`src/rtl/noise_shaper_stream.sv`:
```
// Central-limit noise shaper: sums uniform 16-bit LFSR slices, normalises,
// applies a Q0.16 gain and streams the result over AXI4-Stream with drop counting.
module noise_shaper_stream #(
  parameter int N_SUM_LOG2 = 2
) (
  input  logic        clock,
  input  logic        reset,
  input  logic [31:0] rnd_in,
  input  logic        enable,
  input  logic [15:0] gain,
  input  logic        clear_drops,
  output logic [15:0] m_axis_tdata,
  output logic        m_axis_tvalid,
  input  logic        m_axis_tready,
  output logic [31:0] drop_count
);

  localparam int ACC_WIDTH = 17 + N_SUM_LOG2;
  localparam logic [N_SUM_LOG2-1:0] CNT_LAST = '1;

  logic signed [16:0]          pair_q, pair_d;
  logic                        pair_v_q, pair_v_d;
  logic [N_SUM_LOG2-1:0]       cnt_q, cnt_d;
  logic signed [ACC_WIDTH-1:0] acc_q, acc_d;
  logic signed [ACC_WIDTH-1:0] sum_q, sum_d;
  logic                        sum_v_q, sum_v_d;
  logic signed [15:0]          prod_q, prod_d;
  logic                        prod_v_q, prod_v_d;
  logic [15:0]                 tdata_q, tdata_d;
  logic                        tvalid_q, tvalid_d;
  logic [31:0]                 drop_q, drop_d;

  logic signed [ACC_WIDTH-1:0] pair_ext;
  logic signed [ACC_WIDTH-1:0] acc_sum;
  logic signed [15:0]          scaled;
  logic signed [32:0]          prod;
  logic                        load;
  logic                        drop;

  always_comb begin
    pair_d   = pair_q;
    pair_v_d = enable;
    if (enable) begin
      pair_d = 17'($signed(rnd_in[15:0])) + 17'($signed(rnd_in[31:16]));
    end

    // Frames only advance on valid pairs, so enable gaps pause rather than restart a frame.
    pair_ext = ACC_WIDTH'(pair_q);
    acc_sum  = acc_q + pair_ext;
    cnt_d    = cnt_q;
    acc_d    = acc_q;
    sum_d    = sum_q;
    sum_v_d  = pair_v_q && (cnt_q == CNT_LAST);
    if (pair_v_q) begin
      cnt_d = cnt_q + 1'b1;
      acc_d = (cnt_q == '0) ? pair_ext : acc_sum;
      if (cnt_q == CNT_LAST) begin
        sum_d = acc_sum;
      end
    end

    // Dividing by the slice count keeps the normalised sum inside 16 bits.
    scaled   = 16'(sum_q >>> (N_SUM_LOG2 + 1));
    prod     = 33'(scaled) * 33'($signed({1'b0, gain}));
    prod_v_d = sum_v_q;
    prod_d   = prod_q;
    if (sum_v_q) begin
      prod_d = 16'(prod >>> 16);
    end

    load     = prod_v_q && (!tvalid_q || m_axis_tready);
    drop     = prod_v_q && tvalid_q && !m_axis_tready;
    tdata_d  = load ? prod_q : tdata_q;
    tvalid_d = tvalid_q;
    if (load) begin
      tvalid_d = 1'b1;
    end else if (tvalid_q && m_axis_tready) begin
      tvalid_d = 1'b0;
    end

    drop_d = drop_q;
    if (clear_drops) begin
      drop_d = '0;
    end else if (drop && (drop_q != '1)) begin
      drop_d = drop_q + 32'd1;
    end
  end

  always_ff @(posedge clock or posedge reset) begin
    if (reset) begin
      pair_q   <= '0;
      pair_v_q <= 1'b0;
      cnt_q    <= '0;
      acc_q    <= '0;
      sum_q    <= '0;
      sum_v_q  <= 1'b0;
      prod_q   <= '0;
      prod_v_q <= 1'b0;
      tdata_q  <= '0;
      tvalid_q <= 1'b0;
      drop_q   <= '0;
    end else begin
      pair_q   <= pair_d;
      pair_v_q <= pair_v_d;
      cnt_q    <= cnt_d;
      acc_q    <= acc_d;
      sum_q    <= sum_d;
      sum_v_q  <= sum_v_d;
      prod_q   <= prod_d;
      prod_v_q <= prod_v_d;
      tdata_q  <= tdata_d;
      tvalid_q <= tvalid_d;
      drop_q   <= drop_d;
    end
  end

  assign m_axis_tdata  = tdata_q;
  assign m_axis_tvalid = tvalid_q;
  assign drop_count    = drop_q;

endmodule
```
`config.mk`:
```
export PLATFORM = sky130hd
export DESIGN_NAME = noise_shaper_stream
export DESIGN_NICKNAME = d
export VERILOG_FILES = /design/src/rtl/noise_shaper_stream.sv
export SDC_FILE = /design/constraint.sdc
export NUM_CORES = 1
export LEC_CHECK = 0
export ABC_AREA = 1
export ABC_CLOCK_PERIOD_IN_PS = 11850
export BUFFER_PORTS_ARGS = -buffer_cell sky130_fd_sc_hd__buf_2
export CAP_MARGIN = 20
export CELL_PAD_IN_SITES_DETAIL_PLACEMENT = 0
export CELL_PAD_IN_SITES_GLOBAL_PLACEMENT = 1
export CORE_MARGIN = 2
export CORE_UTILIZATION = 35
export CTS_CLUSTER_DIAMETER = 60
export CTS_CLUSTER_SIZE = 28
export DETAILED_ROUTE_END_ITERATION = 8
export HOLD_SLACK_MARGIN = 0.05
export PLACE_DENSITY = 0.75
export SLEW_MARGIN = 0
export SYNTH_ARGS = -nofsm -noshare
export SYNTH_HDL_FRONTEND = slang
export SYNTH_SLANG_ARGS = --single-unit
```
`constraint.sdc`:
```
create_clock -name clock -period 11.85 [get_ports clock]
set_clock_uncertainty 0.15 [all_clocks]
set_input_delay 1.7775 -clock clock [delete_from_list [all_inputs] [get_ports clock]]
set_output_delay 1.7775 -clock clock [all_outputs]
set_load 0.01 [all_outputs]
```
* Yosys cells after proc, flatten, opt, wreduce, memory -nomap -nowiden *
Cells that the tools add are included.

storage, ports and cells
  register bits = 125
  logic and storage cells = 36
  output and inout port bits = 49
  input bits = 53

operators by class
  eq/ne operators = 2
  reduce and logical (&&, ||, !) cells = 13
  $mul = 1
  add/sub/neg operators = 4
  multiplexer cells = 5

operator list
  cell                     number
  $mux W32                 2
  $add A32 B1 Y32 const B  1
  $mul A16 B17 Y32         1
  $ne A32 B32 Y1 const B   1
  $add A19 B17 Y19         1
  $mux W19                 1
  $add A16 B16 Y17         1
  $logic_and A1 B1 Y1      6
  $reduce_bool A2 Y1       2
  $add A2 B1 Y2 const B    1
  $eq A2 B2 Y1 const B     1
  $logic_not A1 Y1         2
  $logic_not A2 Y1         1
  $mux W1                  2
  $reduce_and A2 Y1        1
  $logic_or A1 B1 Y1       1

* Logic depth before layout (Yosys ltp) *
Gate-level depths: netlist of run 1.

  depth after elaboration = 5
  mapped depth = 26
  gate-level depth less buffers = 24

* Least setup slack after synthesis of run 1 *
No wires, ideal clock.

  path type = input-to-reg
  from = input gain[7]
  to = register prod_q[7]
  setup time = 0.118 ns
  path buffers = 2
  arrival time = 6.571 ns
  data required time = 11.582 ns
  slack = 5.011 ns
  cell stages on the path = 26
  cells stage by stage = clkbuf_1 -> clkbuf_1 -> nand2_1 -> fa_1 -> inv_1 -> fa_1 -> inv_1 -> fa_1 -> inv_1 -> fa_1 -> fa_1 -> inv_1 -> fa_1 -> inv_1 -> ha_1 -> nand2_1 -> nor2_1 -> inv_1 -> nor3_1 -> nand2_1 -> nand2_1 -> nand2_1 -> nand2_1 -> nand2_1 -> nand3_1 -> nand2_1

between the ends
  word-level cells in the longest chain between the ends = 1

ends and longest elaborated chain
  element                 line  RTL
  start: declaration      10    input logic [15:0] gain,
  $mul A16 B17 Y32        64    prod = 33'(scaled) * 33'($signed({1'b0, gain}));
  end signal: assignment  109   prod_q <= prod_d;
  end: declaration        27    logic signed [15:0] prod_q, prod_d;

No other way between the ends.
A chain may end at the register's enable or synchronous reset.

* Worst setup path in the final report of run 1 *
  from = input gain[10]
  to = register prod_q[0]

The elaborated chain is that of the path after synthesis.

==> results.cfg, run 1 <==
[synth]
syn_nets = 2603
syn-cell-area_um2 = 16400
synth_top_area_cell = fa_1
ys_warn_count = 0
synth_cell_types = 51
synth-edff-count = 0
yosysMostFrequentCell = nand2_1
synth-async-reset-ratio_pct = 100
synth-seq-cells = 122
synth-seq-area-share_pct = 18.6
synth_top_area_share_pct = 23.7
syn_inst = 2204
ys.flop_type = dfrtp_1
ys_top_cells_by_area = fa_1 24%, dfrtp_1 19%, nand2_1 14%
yosys-top-cells-count = 596 x nand2_1, 479 x inv_1, 195 x fa_1, 151 x ha_1, 133 x nor2_1
syn_avg_cell_area_um2 = 7.46

[routing]
vias_per_cell = 4.80
firstDrtPassIters = 5
drt_wl_total_um = 44600
vias = 13800
wire_per_inst_um = 15.6
drt_iter0_markers = 683
ant_nets = 0
post-route-drc-count = 0

[clock_tree]
cts.hold.buffers_added = 0
cts_buffer_depth = 2
cts_setup_buffers = 0
path_clk_slew_ns = 0.06
cts_tree = built
htreeDepth = 4
clk_latency_ns = 0.44
numCtsBuffers = 17
cts.sinks = 122
root_buffer = clkbuf_16
cts_resized = 0

[die]
die_y_um = 221
num_rows = 79
die-width_um = 221
coreArea_um2 = 46500
initial_core_util_pct = 35.4
pin_count = 102
die_area_um2 = 48700

[timing]
hold_violations = 0
setup_viol = 0
slew_viol_final = 0
slew_headroom_pct = 35.9
period_share_pct = 58.1
finalSetupTns_ns = 0
period_needed_ns = 6.89
tightest_slew_ns = 0.962
rsz0062_at_grt = false
clock.fmax_ghz = 0.145

[setup_path]
cpMaxStageDelayCell = fa_1
crit_family = adder cells
path_cells = buf_2, nand2_1, fa_1, fa_1, fa_1, fa_1, inv_1, fa_1, inv_1, fa_1, inv_1, ha_1, a21oi_1, a21boi_0, o21bai_1, nor3_1, nand3b_1, nand2_1
worstSetupEndpointType = flop
crit_arrival_ns = 7.06
critPathKind = primary input to flop
crit_required_ns = 12.02
r2r_slack_ns = 5.68
start_kind = primary input
crit_top_cell = fa_1
path_buf_inv = 4
critPathMaxFanout = 16
slowest_delay_ns = 0.60

[place]
io_buffers = 101
gp_congestion = 0.892
hpwlAfterDp_um = 35400

[final_layout]
syn_to_final_growth_pct = 9.95
diodes = 0
drive_gt1_share_pct = 8.01
nFillCells = 4939
nets = 2647

[grt]
gr-total-overflow = 0
antenna_found_initial = 0
grt_pass1_vias = 14600
grt_max_degree = 67
track_usage_pct = 19.5
grt_pass1_wl_um = 74300

[flow_run]
drv_cap = 0

[worst_hold_path]
hold_path_class = flop to flop

[status]
outcome = finished, final reports clean
-- sequential cells by signal (all words and copies together), names as in the netlist, 2 cells and up --
register and cells:
prod_q 16, pair_q 17, sum_q 16, drop_count 32, m_axis_tdata 16, acc_q 19, cnt_q 2
-- worst paths after layout --
path,from,end,cells past startpoint
max in group asynchronous,reset,m_axis_tdata[15],3
worst min register to register,acc_q[6],acc_q[6],2
worst min-delay path,acc_q[6],acc_q[6],2
worst max-delay path,gain[10],prod_q[0],18
worst max register to register,sum_q[5],prod_q[0],17
min in group asynchronous,reset,pair_q[12],2
-- per-stage QoR --
step	setup slack [ns]	util (%)	instances	instance area (µm²)	hold slack [ns]
finish	4.96	38.9	2868	18100	0.333
global route	4.62	38.9	2868	18100	0.348
CTS	4.97	38.9	2868	18100	0.340
detailed placement	4.52	37.5	2836	17400	0.324
global placement	4.55	37.5	2836	17400	0.316
floorplan	5.01	-	2204	16400	0.202
-- worst register-to-register path, cell delays in order (launching register included) --
cell and delay (ns):
dfrtp_1 0.97, nand2_1 0.21, fa_1 0.53, fa_1 0.60, fa_1 0.47, fa_1 0.58, inv_1 0.06, fa_1 0.48
inv_1 0.05, fa_1 0.50, inv_1 0.05, ha_1 0.30, a21oi_1 0.19, a21boi_0 0.30, o21bai_1 0.17, nor3_1 0.21
nand3b_1 0.20, nand2_1 0.08
-- layout make-up --
class,count,area (µm²),share of cell area (%)
clock inverters,10,189,1.05
repair buffers,104,528,2.92
inverters,483,1820,10.1
well taps,607,759,4.20
clock buffers,22,474,2.62
flip-flops and latches,122,3050,16.9
multi-input cells,1520,11300,62.2
-- layer usage --
layer,wire [µm],part of all wire [%],track usage (%)
met3,2030,4.6,3.05
met4,1400,3.1,7.24
met2,21600,48,33.9
met5,0,0,0
met1,19600,44,24.4
-- cells in the final DEF, fill, tap and decap left out, types with 2 or more instances in the layout --
cell,Yosys,final
nand4_1,20,20
clkbuf_16,0,17
clkbuf_1,69,2
buf_2,1,101
a21oi_1,83,83
nand2_2,3,3
buf_4,1,3
clkinv_4,0,3
dfrtp_1,122,122
clkbuf_8,0,3
o31ai_1,8,8
mux2_2,14,14
nand2_1,596,596
nand3b_1,10,10
xor2_1,15,15
a21boi_0,3,3
nor2_1,133,133
xnor2_1,17,17
or2_2,9,9
ha_1,151,151
o21a_1,5,5
fa_1,195,195
a31oi_1,11,11
a21o_1,5,5
nor2_2,3,3
bufinv_16,0,5
nor3_1,24,24
nor2_4,4,4
nand3_1,97,97
o211ai_1,4,4
inv_1,479,478
o21bai_1,10,10
nor3_4,2,2
nor3_2,2,2
inv_2,2,2
o21ai_1,6,6
o21ai_0,77,77
-- logic make-up after synthesis --
group / count (synthesis) / synth area share (%)
and+or+nand+nor: 912 / 23.2
xor gates and xnor gates: 32 / 1.70
DFF: 122 / 18.6
muxes: 14 / 0.959
AOI/OAI and AO/OA: 216 / 7.29
buffers and inverters: 562 / 13.0
adders and majority gates: 346 / 35.2
Power of run 1 is left out: the tool's default activity adds up to more than one toggle a clock period on the data nets, which glitch-free logic cannot reach.
==> inputs of run 2 (changes only) <==
--- a/config.mk
+++ b/config.mk
@@ -5,8 +5,8 @@
 export SDC_FILE = /design/constraint.sdc
 export NUM_CORES = 1
 export LEC_CHECK = 0
-export ABC_AREA = 1
-export ABC_CLOCK_PERIOD_IN_PS = 11850
+export ABC_AREA = 0
+export ABC_CLOCK_PERIOD_IN_PS = 5700
 export BUFFER_PORTS_ARGS = -buffer_cell sky130_fd_sc_hd__buf_2
 export CAP_MARGIN = 20
 export CELL_PAD_IN_SITES_DETAIL_PLACEMENT = 0
==> constraint.sdc (replaced) <==
create_clock -name clock -period 5.7 [get_ports clock]
set_clock_uncertainty 0.15 [all_clocks]
set_input_delay 0.855 -clock clock [delete_from_list [all_inputs] [get_ports clock]]
set_output_delay 0.855 -clock clock [all_outputs]
set_load 0.01 [all_outputs]
==> run 2 against run 1 <==
  * The flow now finishes with violations (negative setup slack)
  * Final cell count down 18%
  * Hold slack improved by 0.0025 ns
  * Via count fell by 18%
  * Synthesized area shrank 9.3%
  * First-iteration DRC count shrank 22%
  * Critical path depth rose by 5
  * Die area shrank 9.1%
  * Non-clock buffer count rose by 135
==> results.cfg, run 2 <==
[final_layout]
largest_register_ffs = 32
final_common_cell = inv_1
drive_gt1_share_pct = 22.8
fin_cells = 2339
nets = 2186
syn_to_final_growth_pct = 21.1
diodes = 0
post-route-cell-area_um2 = 18100
final_cell_mix = 253 x inv_1, 183 x fa_1, 170 x nand2_1

[synth]
synth-seq-area-share_pct = 20.5
syn_nets = 1985
synth_xor_area_share_pct = 4.46
synth_top_area_cell = fa_1
synth-async-reset-ratio_pct = 100
synth_fa_ha_area_share_pct = 38.8
yosys-top-cells-count = 267 x inv_1, 195 x fa_1, 176 x nand2_1, 151 x ha_1, 122 x dfrtp_1
synth-edff-count = 0
synth_mux_area_share_pct = 4.50
synthSimpleGateAreaFrac_pct = 15.8
ys_top_cells_by_area = fa_1 26%, dfrtp_1 20%, ha_1 13%
ys.flop_type = dfrtp_1
synth_cell_types = 60
synth_top_family_by_area = adder cells
synth_top_area_share_pct = 26.2
synth-seq-cells = 122
syn-cell-area_um2 = 14900
syn_avg_cell_area_um2 = 9.40
synth-compound-area-share_pct = 7.74
ys_warn_count = 0
yosysMostFrequentCell = inv_1
syn_inst = 1586

[clock_tree]
cts_tree = built
cts.hold.buffers_added = 0
numCtsBuffers = 17
path_clk_slew_ns = 0.06
clk_latency_ns = 0.42
htreeDepth = 4
root_buffer = clkbuf_16
cts_buffer_depth = 2
cts.sinks = 122

[timing]
clock.fmax_ghz = 0.162
hold_violations = 0
slew_viol_final = 0
period_needed_ns = 6.16
setup_viol = 14
slew_headroom_pct = 35.1
fin_ws_ns = -0.460
whs_ns = 0.335
tightest_slew_ns = 0.973
rsz0062_at_grt = true
period_share_pct = 108

[setup_path]
crit_arrival_ns = 6.31
start_kind = primary input
critPathMaxFanout = 9
startpoint = gain[8]
worstSetupEndpointType = flop
reg2reg_from = sum_q[6]
crit_required_ns = 5.85
critPathKind = primary input to flop

[routing]
vias = 11300
ant_nets = 0
drt_wl_total_um = 35500
vias_per_cell = 4.84
firstDrtPassIters = 5
drt_iter0_markers = 530
post-route-drc-count = 0
wire_per_inst_um = 15.2

[grt]
track_usage_pct = 17.3
grt_max_degree = 68
gr-total-overflow = 0
grt_pass1_vias = 12500
antenna_found_initial = 1
grt_pass1_wl_um = 61500

[worst_hold_path]
worst_hold_startpoint = acc_q[14]
hold_path_class = flop to flop

[place]
placed_cell_area_um2 = 16900
hpwlAfterDp_um = 28700
dp_cells = 2287
io_buffers = 101
gp_congestion = 0.866
pre_cts_ws_ns = -1.01

[die]
die-width_um = 210
die_area_um2 = 44300
coreArea_um2 = 42000
pin_count = 102
initial_core_util_pct = 35.5
die_y_um = 210
num_rows = 75

[status]
outcome = complete, but fails checks
violations = negative setup slack

[flow_run]
drv_cap = 0
run 2: cell types whose count changed after synthesis, moves of 19 or more:
cell / before / now
xor2_1: 15 / 40
mux2_2: 14 / 49
xnor2_1: 17 / 36
o21ai_0: 77 / 40
a21oi_1: 83 / 62
nand2_1: 596 / 176
nor3_1: 24 / 5
and2_1: 1 / 121
nand3_1: 97 / 18
inv_1: 479 / 267
nor2_1: 133 / 86
run 2: cell type report:
type	count	area [µm²]
Clock buffer	20	457
Clock inverter	12	140
Tap cell	539	674
Sequential cell	122	3060
Timing Repair Buffer	239	1720
Multi-Input combinational cell	1139	11000
Fill cell	4108	24000
Inverter	268	1010
run 2: critical path: stages:
cell and delay [ns]:
buf_4 0.15, and2_1 0.18, fa_1 0.55, inv_2 0.04
fa_2 0.42, fa_1 0.56, inv_2 0.04, fa_1 0.46
fa_1 0.49, inv_1 0.05, fa_1 0.48, inv_2 0.04
ha_4 0.28, nand2_2 0.06, o21ai_2 0.18, nor2_4 0.05
a221oi_4 0.32, a2111oi_4 0.08, buf_6 0.14, o31ai_4 0.32
a31oi_1 0.15, xnor2_1 0.14, mux2_2 0.25
run 2: kinds of logic after synthesis:
| family | Yosys count |
|---|---|
| muxes | 61 |
| buffers and inverters | 325 |
| AOI/OAI and AO/OA | 178 |
| xor gates and xnor gates | 76 |
| and+or+nand+nor | 478 |
| DFF | 122 |
| adders and majority gates | 346 |
run 2: final timing paths:
| path | to | slack [ns] | cells after the start |
|---|---|---|---|
| worst max register to register | prod_q[13] | -0.46 | 22 |
| worst max-delay path | prod_q[13] | -0.46 | 23 |
| min in group asynchronous | drop_count[14] | 0.44 | 2 |
| max in group asynchronous | sum_q[9] | 3.70 | 3 |
| worst min-delay path | acc_q[14] | 0.34 | 1 |
| worst min register to register | acc_q[14] | 0.34 | 1 |
run 2: through the flow:
step | utilization (%) | setup TNS, ns
CTS | 42.5 | -4.00
global route | 43.0 | -6.79
detailed placement | 40.3 | -12.48
finish | 43.0 | -3.89
global placement | 40.3 | -11.88
floorplan | - | -4.91
run 2: timing repair:
action	4_1_cts	5_1_grt
gates resized for setup	60	42
pin swaps	41	36
setup buffers	16	5
setup endpoints to repair	16	16
run 2: layer usage:
metal  part of all wire, %  up-vias  GRT usage [%]
met1                    44     5651           21.8
li1                      -     5430              -
met3                   3.2       46           2.18
met2                    51      190           31.0
met5                     0        -              0
met4                   1.8        0           4.86
Power of run 2 is left out for the same reason.
==> inputs of run 3 (changes only) <==
--- a/config.mk
+++ b/config.mk
@@ -11,13 +11,12 @@
 export CAP_MARGIN = 20
 export CELL_PAD_IN_SITES_DETAIL_PLACEMENT = 0
 export CELL_PAD_IN_SITES_GLOBAL_PLACEMENT = 1
-export CORE_MARGIN = 2
 export CORE_UTILIZATION = 35
 export CTS_CLUSTER_DIAMETER = 60
 export CTS_CLUSTER_SIZE = 28
 export DETAILED_ROUTE_END_ITERATION = 8
 export HOLD_SLACK_MARGIN = 0.05
-export PLACE_DENSITY = 0.75
+export PLACE_DENSITY = 0.73
 export SLEW_MARGIN = 0
 export SYNTH_ARGS = -nofsm -noshare
 export SYNTH_HDL_FRONTEND = slang
==> run 3 against run 2 <==
  * The run still ends with negative setup slack left
  * Die area fell by 1.9%
  * Hold slack got worse by 0.0013 ns
  * Critical path depth did not move
  * Maximum frequency barely moved
  * Non-clock buffer count rose by 3
  * Sequential share of layout area fell by 0.13 points
  * Cell area rose by 0.84%
  * Setup slack got worse by 0.0053 ns
  * Wire length fell by 0.76%
  * Flip-flop and latch count did not move
  * Core utilization rose by 0.46 points
  * Global-route usage rose by 0.069 points
==> results.cfg, run 3 (synthesis results as in run 2) <==
[final_layout]
drive_gt1_share_pct = 22.8
syn_to_final_growth_pct = 22.1
diodes = 0
largest_register_ffs = 32
postLayoutCoreUtil_pct = 43.4
final_common_cell = inv_1
final_cell_mix = 256 x inv_1, 187 x fa_1, 171 x nand2_1
nets = 2189
nFillCells = 4071

[timing]
slew_viol_final = 0
clock.fmax_ghz = 0.162
setup_viol = 13
hold_violations = 0
period_needed_ns = 6.16
slew_headroom_pct = 34.8
period_share_pct = 108
rsz0062_at_grt = true
tightest_slew_ns = 0.978
fin_ws_ns = -0.465

[grt]
grt_pass1_wl_um = 60800
grt_pass1_vias = 12400
track_usage_pct = 17.3
gr-total-overflow = 0
antenna_found_initial = 2
grt_max_degree = 68

[setup_path]
cpMaxStageDelayCell = fa_2
startpoint = gain[7]
crit_family = adder cells
path_cells = buf_8, buf_6, and2_4, fa_1, inv_2, fa_2, fa_1, inv_1, fa_1, fa_1, inv_2, fa_1, inv_2, ha_4, o21a_1, o21bai_4, a221oi_4, a2111oi_4, buf_6, o31ai_4, a31oi_1, xnor2_1, mux2_2
worstSetupEndpointType = flop
crit_arrival_ns = 6.33
critPathMaxFanout = 6
path_buf_inv = 7
slowest_delay_ns = 0.53
crit_top_cell = fa_1
crit_required_ns = 5.86
reg2reg_from = sum_q[7]
start_kind = primary input
critPathKind = primary input to flop

[place]
io_buffers = 101
hpwlAfterDp_um = 28600
gp_congestion = 0.851

[status]
violations = negative setup slack
outcome = complete, but fails checks

[die]
die-width_um = 208
coreArea_um2 = 41900
num_rows = 75
die_area_um2 = 43400
pin_count = 102
die_y_um = 208
initial_core_util_pct = 35.6

[clock_tree]
numCtsBuffers = 17
path_clk_slew_ns = 0.06
cts.sinks = 122
root_buffer = clkbuf_16
cts_buffer_depth = 2
cts_tree = built
clk_latency_ns = 0.43
htreeDepth = 4

[flow_run]
drv_cap = 0

[worst_hold_path]
worst_hold_startpoint = acc_q[14]
hold_path_class = flop to flop

[routing]
post-route-drc-count = 0
wire_per_inst_um = 15.0
ant_nets = 0
drt_wl_total_um = 35200
firstDrtPassIters = 6
vias_per_cell = 4.79
drt_iter0_markers = 366
vias = 11200
[run 3: metrics by stage]
step	setup TNS [ns]	worst slack, ns	hold WS, ns	cells	instance area (µm²)
floorplan	-4.91	-0.524	0.253	1586	15100
global placement	-12.46	-1.03	0.318	2292	17000
detailed placement	-12.69	-1.03	0.325	2292	17000
CTS	-4.19	-0.473	0.339	2330	17900
global route	-7.21	-0.707	0.341	2342	18200
finish	-4.13	-0.465	0.334	2342	18200
[run 3: area by class of cell]
class                      instances  area [µm²]  share of cell area (%)
multi-input combinational       1139       11000                    60.5
timing repair buffer             242        1790                    9.81
clock inverter                    15         236                    1.30
clock buffer                      17         425                    2.34
sequential                       122        3060                    16.8
inverter                         268        1010                    5.54
tap                              539         674                    3.70
[run 3: timing repair]
action                     4_1_cts  5_1_grt
setup endpoints to repair       16       16
buffers inserted                 8       12
pin swaps                       32       48
gates resized for setup         60       47
hold buffers                     0        0
[run 3: final timing paths]
kind                            slack, ns  cells after the start            end
worst min-delay path                 0.33                      1      acc_q[14]
worst min register to register       0.33                      1      acc_q[14]
worst max register to register      -0.46                     22     prod_q[13]
max in group asynchronous            3.67                      3       sum_q[7]
worst max-delay path                -0.46                     23     prod_q[13]
min in group asynchronous            0.43                      2  drop_count[2]
[run 3: worst reg2reg max path, cell delays in order, from the launching register on]
cell and delay [ns]:
dfrtp_2 0.43, buf_4 0.17, and2_4 0.16, fa_1 0.55, inv_2 0.05, fa_2 0.53, fa_1 0.41, inv_1 0.08
fa_1 0.43, fa_1 0.53, inv_2 0.04, fa_1 0.51, inv_2 0.05, ha_4 0.28, o21a_1 0.18, o21bai_4 0.08
a221oi_4 0.37, a2111oi_4 0.08, buf_6 0.15, o31ai_4 0.27, a31oi_1 0.16, xnor2_1 0.15, mux2_2 0.26
[run 3: layer usage]
layer	vias up	global-route usage, %	wire (µm)
met4	2	4.44	592
met5	-	0	13
met3	42	2.28	1070
li1	5441	-	-
met2	163	31.6	17800
met1	5564	21.4	15700
Power of run 3 is left out for the same reason.
